===== src/rtl/sq_meta_cxt_fetcher_pkg.sv =====
// Shared context-engine protocol constants, the ingress head layout and the
// CXT_READ head builder used by the SQ context-fetch thread.
package sq_meta_cxt_fetcher_pkg;

  localparam int QP_NUM_LOG                    = 24;
  localparam int MAX_QP_NUM_LOG                = 24;
  localparam int MAX_OOO_SLOT_NUM_LOG          = 8;
  localparam int CXT_OP_WIDTH                  = 4;
  localparam logic [CXT_OP_WIDTH-1:0] CXT_READ = 4'h1;
  localparam logic NO_BYPASS                   = 1'b0;

  localparam int INGRESS_COMMON_HEAD_WIDTH =
    QP_NUM_LOG + CXT_OP_WIDTH + 1 + MAX_OOO_SLOT_NUM_LOG;
  localparam int SQ_OOO_CXT_INGRESS_HEAD_WIDTH = INGRESS_COMMON_HEAD_WIDTH + MAX_QP_NUM_LOG;
  localparam int SQ_OOO_CXT_INGRESS_DATA_WIDTH = 128;

  typedef struct packed {
    logic [QP_NUM_LOG-1:0]           qpn;
    logic [CXT_OP_WIDTH-1:0]         op;
    logic                            bypass;
    logic [MAX_OOO_SLOT_NUM_LOG-1:0] slot_count;
    logic [MAX_QP_NUM_LOG-1:0]       queue_index;
  } cxt_head_t;

  function automatic cxt_head_t packCxtRead(input logic [QP_NUM_LOG-1:0] qpn);
    cxt_head_t h;
    h.qpn         = qpn;
    h.op          = CXT_READ;
    h.bypass      = NO_BYPASS;
    h.slot_count  = MAX_OOO_SLOT_NUM_LOG'(1);
    h.queue_index = MAX_QP_NUM_LOG'(qpn);
    return h;
  endfunction

endpackage


===== src/rtl/sq_qpn_fifo.sv =====
// Register FIFO of QPNs exposing head, tail, occupancy flags and count;
// push and pop may happen in the same cycle.
module sq_qpn_fifo
  import sq_meta_cxt_fetcher_pkg::*;
#(
  parameter int DEPTH = 4,
  parameter int WIDTH = QP_NUM_LOG
) (
  input  logic                     clk,
  input  logic                     rst_n,
  input  logic                     i_push,
  input  logic [WIDTH-1:0]         i_push_data,
  input  logic                     i_pop,
  output logic [WIDTH-1:0]         o_head,
  output logic [WIDTH-1:0]         o_tail,
  output logic                     o_empty,
  output logic                     o_full,
  output logic [$clog2(DEPTH):0]   o_count
);

  localparam int PTR_W = $clog2(DEPTH);
  localparam int CNT_W = PTR_W + 1;

  logic [WIDTH-1:0] r_mem [DEPTH];
  logic [PTR_W-1:0] r_rd_ptr;
  logic [PTR_W-1:0] r_wr_ptr;
  logic [CNT_W-1:0] r_count;
  logic [PTR_W-1:0] w_tail_ptr;
  logic             w_do_push;
  logic             w_do_pop;

  assign o_empty    = (r_count == CNT_W'(0));
  assign o_full     = (r_count == CNT_W'(DEPTH));
  assign o_count    = r_count;
  assign w_do_push  = i_push && !o_full;
  assign w_do_pop   = i_pop && !o_empty;
  assign w_tail_ptr = r_wr_ptr - PTR_W'(1);
  assign o_head     = r_mem[r_rd_ptr];
  assign o_tail     = r_mem[w_tail_ptr];

  // Storage needs no reset: empty/count gate every consumer of the entries.
  always_ff @(posedge clk) begin
    if (w_do_push) begin
      r_mem[r_wr_ptr] <= i_push_data;
    end
  end

  // Power-of-two depth lets the pointers wrap on plain overflow.
  always_ff @(posedge clk) begin
    if (!rst_n) begin
      r_rd_ptr <= '0;
      r_wr_ptr <= '0;
      r_count  <= '0;
    end else begin
      if (w_do_push) r_wr_ptr <= r_wr_ptr + PTR_W'(1);
      if (w_do_pop)  r_rd_ptr <= r_rd_ptr + PTR_W'(1);
      if (w_do_push && !w_do_pop)      r_count <= r_count + CNT_W'(1);
      else if (w_do_pop && !w_do_push) r_count <= r_count - CNT_W'(1);
    end
  end

endmodule


===== src/rtl/sq_meta_cxt_fetcher.sv =====
// SQ context-fetch thread: queues QPNs, merges back-to-back duplicates and
// issues single-beat CXT_READ requests under an outstanding-read credit limit.
module sq_meta_cxt_fetcher
  import sq_meta_cxt_fetcher_pkg::*;
#(
  parameter int FIFO_DEPTH      = 4,
  parameter int MAX_OUTSTANDING = 8,
  parameter bit MERGE_EN        = 1'b1
) (
  input  logic                                     clk,
  input  logic                                     rst_n,
  input  logic                                     qpn_valid,
  input  logic [23:0]                              qpn_data,
  output logic                                     qpn_ready,
  output logic                                     fetch_cxt_ingress_valid,
  output logic [SQ_OOO_CXT_INGRESS_HEAD_WIDTH-1:0] fetch_cxt_ingress_head,
  output logic [SQ_OOO_CXT_INGRESS_DATA_WIDTH-1:0] fetch_cxt_ingress_data,
  output logic                                     fetch_cxt_ingress_start,
  output logic                                     fetch_cxt_ingress_last,
  input  logic                                     fetch_cxt_ingress_ready,
  input  logic                                     cxt_resp_done,
  output logic [7:0]                               credit_avail,
  output logic [15:0]                              merge_cnt,
  output logic                                     credit_err
);

  localparam int CNT_W = $clog2(FIFO_DEPTH) + 1;
  localparam logic [7:0] CREDIT_MAX = 8'(MAX_OUTSTANDING);

  logic [QP_NUM_LOG-1:0] w_head_qpn;
  logic [QP_NUM_LOG-1:0] w_tail_qpn;
  logic                  w_empty;
  logic                  w_full;
  logic [CNT_W-1:0]      w_count;
  logic                  w_pop;
  logic                  w_push;
  logic                  w_accept;
  logic                  w_merge_hit;
  logic                  w_resp_ok;
  logic [7:0]            r_credit;
  logic [15:0]           r_merge_cnt;
  logic                  r_credit_err;

  sq_qpn_fifo #(
    .DEPTH (FIFO_DEPTH),
    .WIDTH (QP_NUM_LOG)
  ) u_qpn_fifo (
    .clk         (clk),
    .rst_n       (rst_n),
    .i_push      (w_push),
    .i_push_data (qpn_data[QP_NUM_LOG-1:0]),
    .i_pop       (w_pop),
    .o_head      (w_head_qpn),
    .o_tail      (w_tail_qpn),
    .o_empty     (w_empty),
    .o_full      (w_full),
    .o_count     (w_count)
  );

  assign fetch_cxt_ingress_valid = !w_empty && (r_credit != 8'd0);
  assign fetch_cxt_ingress_start = fetch_cxt_ingress_valid;
  assign fetch_cxt_ingress_last  = fetch_cxt_ingress_valid;
  assign fetch_cxt_ingress_data  = '0;
  assign fetch_cxt_ingress_head  = fetch_cxt_ingress_valid ? packCxtRead(w_head_qpn) : '0;
  assign w_pop = fetch_cxt_ingress_valid && fetch_cxt_ingress_ready;

  // A merge into the sole entry being popped this cycle would lose the QPN, so it is blocked.
  assign w_merge_hit = MERGE_EN && !w_empty && (qpn_data[QP_NUM_LOG-1:0] == w_tail_qpn) &&
                       !(w_pop && (w_count == CNT_W'(1)));
  assign qpn_ready   = !w_full || w_merge_hit;
  assign w_accept    = qpn_valid && qpn_ready;
  assign w_push      = w_accept && !w_merge_hit;
  assign w_resp_ok   = cxt_resp_done && (r_credit != CREDIT_MAX);

  always_ff @(posedge clk) begin
    if (!rst_n) begin
      r_credit     <= CREDIT_MAX;
      r_merge_cnt  <= '0;
      r_credit_err <= 1'b0;
    end else begin
      if (w_pop && !w_resp_ok)      r_credit <= r_credit - 8'd1;
      else if (w_resp_ok && !w_pop) r_credit <= r_credit + 8'd1;
      if (cxt_resp_done && (r_credit == CREDIT_MAX)) r_credit_err <= 1'b1;
      if (w_accept && w_merge_hit && (r_merge_cnt != 16'hFFFF)) r_merge_cnt <= r_merge_cnt + 16'd1;
    end
  end

  assign credit_avail = r_credit;
  assign merge_cnt    = r_merge_cnt;
  assign credit_err   = r_credit_err;

endmodule


===== config.mk =====
export PLATFORM = sky130hd
export DESIGN_NAME = sq_meta_cxt_fetcher
export DESIGN_NICKNAME = d
export VERILOG_FILES = /design/src/rtl/sq_meta_cxt_fetcher_pkg.sv /design/src/rtl/sq_qpn_fifo.sv /design/src/rtl/sq_meta_cxt_fetcher.sv
export SDC_FILE = /design/constraint.sdc
export NUM_CORES = 1
export LEC_CHECK = 0
export ABC_CLOCK_PERIOD_IN_PS = 14400
export BUFFER_PORTS_ARGS = -buffer_cell sky130_fd_sc_hd__clkbuf_2
export CORE_MARGIN = 8
export CORE_UTILIZATION = 50
export DETAILED_ROUTE_END_ITERATION = 12
export MAX_ROUTING_LAYER = met4
export PLACE_DENSITY = 0.78
export SYNTH_ARGS = -nofsm -noshare
export SYNTH_HDL_FRONTEND = slang
export SYNTH_SLANG_ARGS = --single-unit

===== constraint.sdc =====
create_clock -name clk -period 14.4 [get_ports clk]
set_input_delay 0 -clock clk [delete_from_list [all_inputs] [get_ports clk]]
set_output_delay 0 -clock clk [all_outputs]
set_load 0.01 [all_outputs]

==> impl_metrics.json <==
{
  "outcome": "completed",
  "grt_pass1_vias": 5017,
  "r2r-start": "u_qpn_fifo.r_wr_ptr[0]",
  "cts-buffers-inserted": 17,
  "finalNetCount": 832,
  "ant_nets": 0,
  "diodes": 0,
  "clock_skew_ps": 5.44,
  "place_hpwl_um": 12500,
  "drc": 0,
  "syn_area_um2": 7950,
  "worstSetupEndpoint": "u_qpn_fifo.o_count[2]",
  "hold_path.class": "input pin to register",
  "ys_warn_count": 0,
  "fmax_mhz": 171,
  "ir_worst_vdd_mv": 0.125,
  "fin_crit_sh_pct": 40.5,
  "wirelength_um": 17700,
  "p_comb_share_pct": 43.8,
  "maxCapViolCount": 0,
  "leakage_nw": 3.57,
  "power_frac_clock_pct": 25.4,
  "synth.avg_cell_area_um2": 11.7,
  "start_util_pct": 50.6,
  "setup_viol": 0,
  "ys_seq_elements": 130,
  "fillers": 1277,
  "cts_root_buffer": "clkbuf_16",
  "syn_to_final_growth_pct": 11.2,
  "layout_min_cycle_time_ps": 5840,
  "boundaryPins": 247,
  "cp_cell_sequence": "buf_4 -> inv_1 -> ha_1 -> clkinv_1 -> a221oi_2 -> a21oi_1 -> or4_1 -> or4_1 -> nor2_1 -> nor2_1 -> ha_1 -> or3_1 -> a21oi_1",
  "slowest_stage": "ha_1",
  "start_kind": "register",
  "clkTransAtPathRegs_ps": 60,
  "portBuffers": 107,
  "crit_type": "register to register",
  "layout.area.seq_um2": 3570,
  "post_cts_buffers": 0,
  "slowest_delay_ps": 950,
  "p_sw_share_pct": 37.1,
  "antenna_found_initial": 0,
  "grt_setup_unrepaired": "false",
  "slew-limit-headroom_pct": 24.4,
  "finalPower_w": 0.00169,
  "drive_above_1_share_pct": 23.3,
  "core_um2": 15700,
  "vias": 5080,
  "tightest_slew_ps": 1130,
  "grt_pass1_wl_um": 27000,
  "worst_ep_arrival_time_ps": 6170,
  "die_width_um": 142,
  "synth-seq-area-share_pct": 44.8,
  "p_switching_w": 0.000625,
  "postSynthCellCount": 679,
  "hold_viol": 0,
  "clkLatencyLatePin_ps": 410,
  "grt_max_degree": 42,
  "critPathRequiredTime_ps": 14730,
  "initialDrtViolationCount": 324,
  "dieArea_um2": 20200,
  "gp_congestion": 0.833,
  "wl_per_cell_um": 17.5,
  "vias_per_cell": 5.01,
  "power_density_nw_per_um2": 191,
  "cts.sinks": 130,
  "gr-total-overflow": 0,
  "rr_worst_depth": 13,
  "h-tree-depth": 4,
  "cp_max_fo": 41,
  "tns_ps": 0,
  "critPathLaunch": "u_qpn_fifo.r_wr_ptr[0]",
  "cts_tree": "done",
  "worstSetupEndpointType": "register",
  "ys_types": 53,
  "internal_power_w": 0.00106,
  "r2r_setup_slack_ps": 8560,
  "r2r_end": "u_qpn_fifo.o_count[2]",
  "chipHeight_um": 142,
  "rows": 46,
  "ys_async_sr_fraction_pct": 0,
  "power_frac_seq_pct": 30.8,
  "synth_flop_cell": "edfxtp_1",
  "final_common_cell": "conb_1",
  "synth_edf_count": 96,
  "cts_max_path_buffers": 2,
  "final_cell_mix": "conb_1, clkbuf_2, edfxtp_1",
  "grtUsageTotal_pct": 17.6,
  "multiInputGateArea_um2": 3500,
  "slew_viol_final": 0,
  "firstDrtPassIters": 5
}
power by group through the flow:
stage / logic (W) / clock network [W] / registers, W
5_1_grt: 0.000808 / 0.000448 / 0.000528
3_5_place_dp: 0.000735 / 0 / 0.000526
4_1_cts: 0.000747 / 0.000432 / 0.000520
3_3_place_gp: 0.000719 / 0 / 0.000522
6_report: 0.000738 / 0.000427 / 0.000520
2_1_floorplan: 0.000599 / 0 / 0.000515
timing repair:
item / 4_1_cts / 5_1_grt
gates resized for setup: 0 / 0
hold endpoints to repair: 100 / 0
hold buffers: 27 / 0
synth_stat cells, drive strengths merged (3+ instances only):
| library cell | count | share of area (%) |
|---|---|---|
| xnor2 | 18 | 2.0 |
| nand2b | 12 | 0.94 |
| nor2 | 28 | 1.3 |
| clkbuf | 15 | 0.71 |
| inv | 12 | 0.57 |
| or3 | 4 | 0.31 |
| o21a | 4 | 0.38 |
| nor3b | 4 | 0.38 |
| edfxtp | 96 | 36 |
| mux4 | 36 | 10 |
| nor4 | 5 | 0.39 |
| o31ai | 5 | 0.47 |
| and2 | 30 | 2.4 |
| nand2 | 35 | 1.7 |
| dfxtp | 34 | 8.6 |
| ha | 17 | 2.7 |
| nor2b | 3 | 0.24 |
| xor2 | 12 | 1.3 |
| nand4 | 6 | 0.47 |
| a21oi | 13 | 0.82 |
| mux2i | 43 | 5.4 |
| nor3 | 14 | 0.88 |
| o21ai | 6 | 0.38 |
| or4 | 9 | 0.85 |
| nand3 | 9 | 0.57 |
| buf | 177 | 16 |
layout make-up:
cell class | count | area share, %
Sequential cell | 130 | 40.4
Multi-Input combinational cell | 481 | 39.6
Timing Repair Buffer | 141 | 9.71
Clock buffer | 17 | 4.81
Tap cell | 216 | 3.06
Clock inverter | 14 | 1.83
Inverter | 14 | 0.595
state kept, by name, summed over array words and instances, names as in the netlist, named ones only:
signal               count
u_qpn_fifo.r_rd_ptr      2
merge_cnt               16
u_qpn_fifo.r_wr_ptr      2
u_qpn_fifo.o_count       3
credit_avail             8
u_qpn_fifo.r_mem        96
credit_err               1
stage by stage:
step	cells	hold slack (ps)	util [%]	setup slack, ps	cell area [um2]
floorplan	817	98.9	-	9030	8470
CTS	1013	176	56.2	8540	8840
global placement	955	250	50.8	8720	7980
detailed placement	955	247	50.8	8550	7980
global route	1013	237	56.2	8110	8840
finish	1013	176	56.2	8560	8840
cells by family after synthesis:
kind of cell,after synthesis,share of synthesized area [%]
buffers and inverters,206,17.9
and+or+nand+nor,165,10.9
DFF,130,44.8
muxes,79,15.7
AOI/OAI and AO/OA,50,4.42
xor gates and xnor gates,30,3.31
adders and majority gates,18,2.93
other,1,0.0472
critical path, delay by kind of cell (launching register included):
kind                       cells  cell delay, ps
DFF                            1             310
adders and majority gates      2            1310
buffers and inverters          3            1190
and+or+nand+nor                5            2470
AOI/OAI and AO/OA              3             470
metal layers:
layer	track usage [%]	wire, um	vias up
met4	5.82	283	0
met5	-	0	-
met3	4.60	1850	22
met2	30.4	8930	254
met1	19.5	6680	2446
li1	-	-	2358
worst min-delay path by stage:
stage | from | to | slack (ps) | cells after the start
global placement | qpn_data[13] | u_qpn_fifo.r_mem[0][13] | 250 | 1
finish | rst_n | credit_avail[3] | 180 | 2
detailed placement | qpn_data[14] | u_qpn_fifo.r_mem[0][14] | 250 | 1
CTS | rst_n | credit_avail[3] | 180 | 2
floorplan | qpn_data[0] | u_qpn_fifo.r_mem[0][0] | 100 | 0
global route | rst_n | credit_avail[3] | 240 | 2
Note: power is estimated with default switching activity, not from simulation.
